===== config.mk =====
export PLATFORM = sky130hd
export DESIGN_NAME = led_status_array
export DESIGN_NICKNAME = d
export VERILOG_FILES = /design/src/rtl/led_status_array.sv
export SDC_FILE = /design/constraint.sdc
export NUM_CORES = 2
export LEC_CHECK = 0
export CAP_MARGIN = 5
export CORE_UTILIZATION = 35
export CTS_CLUSTER_DIAMETER = 80
export DETAILED_ROUTE_END_ITERATION = 8
export PLACE_DENSITY_LB_ADDON = 0.1
export SLEW_MARGIN = 25
export SYNTH_ARGS = -nofsm -noshare
export SYNTH_HDL_FRONTEND = slang
export SYNTH_SLANG_ARGS = --single-unit

===== constraint.sdc =====
create_clock -name clk -period 4.8 [get_ports clk]
set_input_delay 0.96 -clock clk [delete_from_list [all_inputs] [get_ports clk]]
set_output_delay 0.96 -clock clk [all_outputs]
set_load 0.05 [all_outputs]

===== src/rtl/led_status_array.sv =====
// Multi-channel LED status driver with per-channel OFF/ON/BLINK/BURST modes,
// a configuration write port and a global phase-sync input.
module led_status_array #(
    parameter int NUM_LEDS            = 8,
    parameter int CNT_W               = 32,
    parameter int DEFAULT_HALF_PERIOD = 100_000_000,
    parameter int ACTIVE_LOW          = 0
) (
    input  logic                                                clk,
    input  logic                                                rst,
    input  logic                                                cfg_wr,
    input  logic [((NUM_LEDS > 1) ? $clog2(NUM_LEDS) : 1)-1:0]  cfg_ch,
    input  logic [1:0]                                          cfg_mode,
    input  logic [CNT_W-1:0]                                    cfg_half_period,
    input  logic [3:0]                                          cfg_burst_n,
    input  logic                                                sync,
    output logic [NUM_LEDS-1:0]                                 led
);

    typedef enum logic [1:0] {
        MODE_OFF   = 2'd0,
        MODE_ON    = 2'd1,
        MODE_BLINK = 2'd2,
        MODE_BURST = 2'd3
    } mode_t;

    typedef enum logic [1:0] {
        B_ON  = 2'd0,
        B_OFF = 2'd1,
        B_GAP = 2'd2
    } burst_state_t;

    localparam logic AL_BIT = (ACTIVE_LOW != 0);

    mode_t                 mode_q [NUM_LEDS];
    mode_t                 mode_d [NUM_LEDS];
    logic [CNT_W-1:0]      hp_q   [NUM_LEDS];
    logic [CNT_W-1:0]      hp_d   [NUM_LEDS];
    logic [3:0]            bn_q   [NUM_LEDS];
    logic [3:0]            bn_d   [NUM_LEDS];
    logic [CNT_W-1:0]      cnt_q  [NUM_LEDS];
    logic [CNT_W-1:0]      cnt_d  [NUM_LEDS];
    burst_state_t          bst_q  [NUM_LEDS];
    burst_state_t          bst_d  [NUM_LEDS];
    logic [3:0]            fidx_q [NUM_LEDS];
    logic [3:0]            fidx_d [NUM_LEDS];
    logic [1:0]            gap_q  [NUM_LEDS];
    logic [1:0]            gap_d  [NUM_LEDS];
    logic [NUM_LEDS-1:0]   lit_q;
    logic [NUM_LEDS-1:0]   lit_d;
    logic [NUM_LEDS-1:0]   led_q;
    logic [NUM_LEDS-1:0]   led_d;

    // A half-period of 0 behaves as 1, so the channel ticks every cycle.
    function automatic logic is_tick(input logic [CNT_W-1:0] cnt, input logic [CNT_W-1:0] hp);
        logic [CNT_W-1:0] term_v;
        if (hp == {CNT_W{1'b0}}) begin
            term_v = {CNT_W{1'b0}};
        end else begin
            term_v = hp - CNT_W'(1);
        end
        return cnt == term_v;
    endfunction

    // A burst count of 0 behaves as a single flash per frame.
    function automatic logic is_last_flash(input logic [3:0] fidx, input logic [3:0] bn);
        logic [3:0] bn_eff_v;
        if (bn == 4'd0) begin
            bn_eff_v = 4'd1;
        end else begin
            bn_eff_v = bn;
        end
        return fidx == (bn_eff_v - 4'd1);
    endfunction

    // Per-channel next state: configuration load, phase restart and mode sequencing.
    always_comb begin
        mode_d = mode_q;
        hp_d   = hp_q;
        bn_d   = bn_q;
        cnt_d  = cnt_q;
        bst_d  = bst_q;
        fidx_d = fidx_q;
        gap_d  = gap_q;
        lit_d  = lit_q;
        for (int i = 0; i < NUM_LEDS; i++) begin
            if (cfg_wr && (int'(cfg_ch) == i)) begin
                mode_d[i] = mode_t'(cfg_mode);
                hp_d[i]   = cfg_half_period;
                bn_d[i]   = cfg_burst_n;
            end else begin
                mode_d[i] = mode_q[i];
            end
            // A restart uses the (possibly just written) mode to pick the start level.
            if ((cfg_wr && (int'(cfg_ch) == i)) || sync) begin
                cnt_d[i]  = {CNT_W{1'b0}};
                fidx_d[i] = 4'd0;
                gap_d[i]  = 2'd0;
                bst_d[i]  = B_ON;
                lit_d[i]  = (mode_d[i] != MODE_OFF);
            end else begin
                case (mode_q[i])
                    MODE_OFF: begin
                        cnt_d[i] = {CNT_W{1'b0}};
                        lit_d[i] = 1'b0;
                    end
                    MODE_ON: begin
                        cnt_d[i] = {CNT_W{1'b0}};
                        lit_d[i] = 1'b1;
                    end
                    MODE_BLINK: begin
                        if (is_tick(cnt_q[i], hp_q[i])) begin
                            cnt_d[i] = {CNT_W{1'b0}};
                            lit_d[i] = ~lit_q[i];
                        end else begin
                            cnt_d[i] = cnt_q[i] + CNT_W'(1);
                        end
                    end
                    MODE_BURST: begin
                        if (is_tick(cnt_q[i], hp_q[i])) begin
                            cnt_d[i] = {CNT_W{1'b0}};
                            case (bst_q[i])
                                B_ON: begin
                                    lit_d[i] = 1'b0;
                                    if (is_last_flash(fidx_q[i], bn_q[i])) begin
                                        bst_d[i] = B_GAP;
                                    end else begin
                                        bst_d[i] = B_OFF;
                                    end
                                end
                                B_OFF: begin
                                    fidx_d[i] = fidx_q[i] + 4'd1;
                                    bst_d[i]  = B_ON;
                                    lit_d[i]  = 1'b1;
                                end
                                B_GAP: begin
                                    if (gap_q[i] == 2'd3) begin
                                        gap_d[i]  = 2'd0;
                                        fidx_d[i] = 4'd0;
                                        bst_d[i]  = B_ON;
                                        lit_d[i]  = 1'b1;
                                    end else begin
                                        gap_d[i] = gap_q[i] + 2'd1;
                                        lit_d[i] = 1'b0;
                                    end
                                end
                                default: begin
                                    bst_d[i] = B_ON;
                                    lit_d[i] = 1'b1;
                                end
                            endcase
                        end else begin
                            cnt_d[i] = cnt_q[i] + CNT_W'(1);
                        end
                    end
                    default: begin
                        cnt_d[i] = {CNT_W{1'b0}};
                        lit_d[i] = 1'b0;
                    end
                endcase
            end
        end
        led_d = lit_d ^ {NUM_LEDS{AL_BIT}};
    end

    // State and output registers; reset wins over writes and sync.
    always_ff @(posedge clk) begin
        if (rst) begin
            for (int i = 0; i < NUM_LEDS; i++) begin
                mode_q[i] <= MODE_OFF;
                hp_q[i]   <= CNT_W'(DEFAULT_HALF_PERIOD);
                bn_q[i]   <= 4'd1;
                cnt_q[i]  <= {CNT_W{1'b0}};
                bst_q[i]  <= B_ON;
                fidx_q[i] <= 4'd0;
                gap_q[i]  <= 2'd0;
            end
            lit_q <= {NUM_LEDS{1'b0}};
            led_q <= {NUM_LEDS{AL_BIT}};
        end else begin
            mode_q <= mode_d;
            hp_q   <= hp_d;
            bn_q   <= bn_d;
            cnt_q  <= cnt_d;
            bst_q  <= bst_d;
            fidx_q <= fidx_d;
            gap_q  <= gap_d;
            lit_q  <= lit_d;
            led_q  <= led_d;
        end
    end

    assign led = led_q;

endmodule

### Word level (Yosys, flattened, before mapping)

Cells that the tools add are included.

* flip-flop bits (word level): 632
* word-level logic and storage cells: 536

* reduce and logical (&&, ||, !) cells: 113
* eq/ne operators: 103
* bitwise gates (word level): 8
* add/subtract/negate cells: 40
* mux-type cells: 208

Operators with widths (number)
* $mux 32: 56
* $pmux 32 s3: 8
* $eq 32x32->1: 16
* $add 32x1->32 const B: 8
* $logic_not 32->1: 8
* $sub 32x1->32 const B: 8
* $mux 4: 48
* $eq 2x2->1 const B: 32
* $mux 2: 32
* $pmux 4 s2: 8
* $ne 3x3->1 const B: 16
* $reduce_and 3->1: 16
* $add 4x1->4 const B: 8
* $eq 2x1->1 const B: 16
* $eq 4x4->1: 8
* $logic_not 2->1: 16
* $logic_not 4->1: 8
* $mux 1: 32
* $pmux 1 s4: 8
* $pmux 2 s2: 8
* $reduce_and 4->1: 8
* $reduce_bool 2->1: 16
* $reduce_or 2->1: 16
* $sub 4x1->4 const B: 8
* other kinds (11): 64

### Depth between registers and ports, before layout

* depth in word-level cells: 12
* gate-level depth with buffers: 16

### Worst setup path before layout

Ideal clock, no wire load.

* path type: register -> register
* from: register hp_q[96] in the netlist's numbering
* to: register cnt_q[119] in the netlist's numbering
* required time: 4.683 ns
* clock period less this slack: 3.959 ns
* stages on the path, launching flop included: 15
* buffers on the path: 2
* slack: 0.841 ns
* arrival: 3.842 ns
* library setup time: 0.117 ns
* cells stage by stage: dfxtp_1 > inv_1 > ha_1 > or4b_2 > clkbuf_1 > or4_1 > nor3_1 > mux2i_1 > xnor2_1 > a2111oi_0 > nand4_1 > or4b_1 > nand4_1 > buf_2 > nor2_1

* word-level cells in the longest chain between the ends: 7

RTL lines
* start, declared: RTL line 37 `logic [CNT_W-1:0] hp_q [NUM_LEDS];`
* start signal, assigned by index: RTL line 171 `hp_q[i] <= CNT_W'(DEFAULT_HALF_PERIOD);`
* start signal, assigned: RTL line 182 `hp_q <= hp_d;`
* $sub 32x1->32 / $logic_not 32->1 (equally long branches): RTL line 60, 57
* $mux 32 *: RTL line 57 `if (hp == {CNT_W{1'b0}}) begin`
* $mux 32: RTL line 102 `case (mode_q[i])`
* $mux 32: RTL line 95 `if ((cfg_wr && (int'(cfg_ch) == i)) || sync) begin`
* $eq 32x32->1: RTL line 62 `return cnt == term_v;`
* $mux 32 (on tied branches): RTL line 120, 112
* $pmux 32 s3 *: RTL line 102
* end signal, assigned by index: RTL line 173 `cnt_q[i] <= {CNT_W{1'b0}};`
* end signal, assigned: RTL line 184 `cnt_q <= cnt_d;`
* end, declared: RTL line 41 `logic [CNT_W-1:0] cnt_q [NUM_LEDS];`

Mark *: on every way between the ends. The rest lies on a longest branch, timed or not. The select of a mux whose other input is x is not followed.
A chain may end at the register's enable or synchronous reset.

### Worst setup path in the final report

* from: register hp_q[20] in the netlist's numbering
* to: register led_q[7] (netlist: led[7])

* word-level cells in the longest chain between the ends: 7

RTL lines
* $sub 32x1->32 / $logic_not 32->1 (equally long branches): RTL line 60, 57
* $mux 32 *: RTL line 57
* $mux 32: RTL line 102
* $mux 32: RTL line 95
* $eq 32x32->1: RTL line 62
* $ne 3x3->1 (no line)
* $reduce_and 2->1 (no line) *
* end signal, assigned: RTL line 179 `led_q <= {NUM_LEDS{AL_BIT}};`
* end signal, assigned: RTL line 189 `led_q <= led_d;`
* end, declared: RTL line 51 `logic [NUM_LEDS-1:0] led_q;`

Marked as above.

==> results.tsv <==
stage	metric	value	unit
timing	Final min period	4484	ps
synth	Post-Syn Nets	5281	
status	status	completed	
timing	Final Max Slew Viols	0	
timing	Final Skew	23.79	ps
die	die width	336.8	um
placement	post-DP HPWL	94630	um
synth	Seq cells post-synth	632	
global_routing	first-pass GRT wire length	207900	um
die	core area	0.1108	sq mm
routing	via/cell ratio	5.510	
placement	DP Cell Count	6503	
synth	commonest cells in the synthesized netlist	nand2_1 (847), dfxtp_1 (632), nor2_1 (567)	
synth	Area contributors post-synth	dfxtp_1 (32%), nand2_1 (8.1%), xnor2_1 (5.5%)	
global_routing	number of global-route vias before repair	34220	
cts	CTS tree	built	
synth	Warnings, synthesis	0	
timing	final worst setup slack	315.7	ps
cts	root buf cell	clkbuf_16	
synth	area leader, netlist	dfxtp_1	
timing	setup TNS	0	ps
global_routing	Total GRT Usage	23.41	%
timing	worst relative slew slack	26.04	%
placement	IO buf count	52	
critical_path	R2R setup slack	320	ps
die	Die ar.	0.1134	sq mm
routing	routed vias	36660	
routing	post-DR wirelength/cell	20.18	um
cells_and_area	final std cells w/o fill	6653	
critical_path	CP startpoint kind	register	
routing	Iteration-0 DRC Markers	2979	
placement	Routability Congestion	0.9440	
cts	CTS H-tree depth	3	
worst_hold_path	HP Class	register to register	
synth	EDFF count, synth	0	
synth	area of the mapped netlist	0.03923	sq mm
cells_and_area	Final Net Count	5184	
cts	clock buffer depth	3	
critical_path	Worst Path Max Fanout	11	
critical_path	WS Path Type	register to register	
synth	share of synthesized flip-flops with an asynchronous set or reset	0	%
placement	Place WS	304.3	ps
cts	Setup Buffers After CTS	0	
routing	DRT Wirelength	134300	um
power_and_ir_drop	worst IR drop on VDD	0.4039	mV
placement	Post-DP Area	0.04107	sq mm
timing	Final period util	93.42	%
synth	Synth Flop Type	dfxtp_1	
routing	Detail Route Antenna Nets	0	
cts	clk slew on worst S/H paths	60	ps
synth	Synth Instances	5196	
die	# IOs	53	
critical_path	capturing element type of the critical path	register	
die	Starting Density	35.39	%
global_routing	initial antenna violation count	4	
cts	total CTS buffers	82	
power_and_ir_drop	PD cells	291.7	mW/mm^2
cells_and_area	layout cells sized above 1	7.186	%
cts	clock latency on the worst-skew pair	670	ps
timing	hold_ws	470.9	ps
global_routing	gr ovfl total	0	
timing	setup violators final	0	
die	row count	122	
timing	fmax	0.2230	GHz
cells_and_area	final instance area	0.04387	sq mm
synth	sequential share of the synthesized area	32.26	%
synth	Avg Inst Size Synth	7.549	sq um
routing	Post-route DRC	0	
timing	RSZ-0062 raised after global routing	no	
synth	most common cell in the synthesized netlist	nand2_1	
synth	Yosys top cell area share	32.26	%
timing	slew of the pin with the lowest slew margin	1106	ps
synth	Unique masters post-synth	98	
cells_and_area	FILL cells	11690	
power_and_ir_drop	Static Leak	14.56	nW
die	Die Span Y	336.8	um
cells_and_area	Area growth, synth to finish	11.85	%
job	MaxCap Viol Count	0	
critical_path	WP data arrival	5040	ps
critical_path	Req. time, crit path	5350	ps
timing	final hold violation count	0	
cts	clock sink count	632	
routing	DRT Pass-1 Iters	6	
global_routing	largest net degree at the start of global routing	101	
[metrics by stage]
| step | total power [mW] | util (%) |
|---|---|---|
| after global placement | 6.464 | 37.09 |
| after global routing | 13.26 | 39.58 |
| after detailed placement | 6.460 | 37.06 |
| after floorplan | 6.085 | - |
| after CTS | 12.98 | 39.58 |
| final | 12.80 | 39.59 |
[routing by layer]
layer / vias up / part of all wire, % / GRT usage (%)
met1: 17410 / 49 / 33.72
met5: - / 0 / 0
met2: 842 / 43 / 36.00
li1: 18210 / - / -
met4: 0 / 2.9 / 6.925
met3: 197 / 4.7 / 3.163
[kinds of logic (layout without fill, tap and decap cells)]
logic type,Yosys count,count (layout),synth area share (%)
simple gates,2670,2670,34.49
buf+inv,445,412,4.644
fa+ha+maj,40,40,1.276
compound gates,828,828,13.83
flops,632,632,32.26
mux,87,87,2.255
xor+xnor,494,494,11.25
other cells,0,2,0
[cell usage in the layout, fill, tap and decap left out, types with 85 or more instances in the layout]
cell / count
nand2_1: 847
nand3_1: 181
o21ai_0: 103
nor2_1: 558
nand3b_1: 131
dfxtp_1: 632
inv_1: 91
a21oi_1: 326
xnor2_1: 245
nand4_1: 128
nor3_1: 151
buf_4: 119
xor2_1: 243
nor4_1: 132
clkbuf_16: 85
[report_power, final]
part / switching, mW / internal [mW]
registers: 0.118 / 5.32
clock network: 2.53 / 3.92
logic: 0.601 / 0.315
[layout make-up]
| cell class | instances | area (sq um) | area share, % |
|---|---|---|---|
| sequential | 632 | 12650 | 28.84 |
| inverter | 91 | 341.6 | 0.7786 |
| multi-input combinational | 4119 | 24790 | 56.51 |
| tap | 1488 | 1862 | 4.244 |
| antenna | 2 | 5.005 | 0.01141 |
| clock inverter | 32 | 396.6 | 0.9040 |
| timing repair buffer | 173 | 1419 | 3.234 |
| clock buffer | 116 | 2404 | 5.478 |
[repair_timing]
action / 4_1_cts / 5_1_grt
hold buffers: 0 / 0
resized for setup: 0 / 1
endpoints found under the setup margin: 0 / 1
[state kept, by name, summed over array words and instances, names as in the netlist]
signal  flops
fidx_q     32
cnt_q     256
led         8
hp_q      256
gap_q      16
mode_q     16
bst_q      16
bn_q       32
[critical path, stage by stage (launching register included)]
cell       delay (ps)
dfxtp_1           360
or4_1             600
nor4_1            590
and4_1            570
a21oi_1            80
o32a_1            340
a2111oi_0         570
nand4_1           240
or4b_1            520
a21bo_2           220
a221oi_1          270
[path summary, 6_finish.rpt]
kind,depth (start not counted),from,to
max,10,hp_q[20]$_SDFFE_PP1P_,led[7]$_SDFFE_PP0P_
min,2,mode_q[10]$_SDFF_PP0_,mode_q[10]$_SDFF_PP0_
max reg2reg,10,hp_q[20]$_SDFFE_PP1P_,led[7]$_SDFFE_PP0P_
min reg2reg,2,mode_q[10]$_SDFF_PP0_,mode_q[10]$_SDFF_PP0_
(Power assumes the default switching activity.)
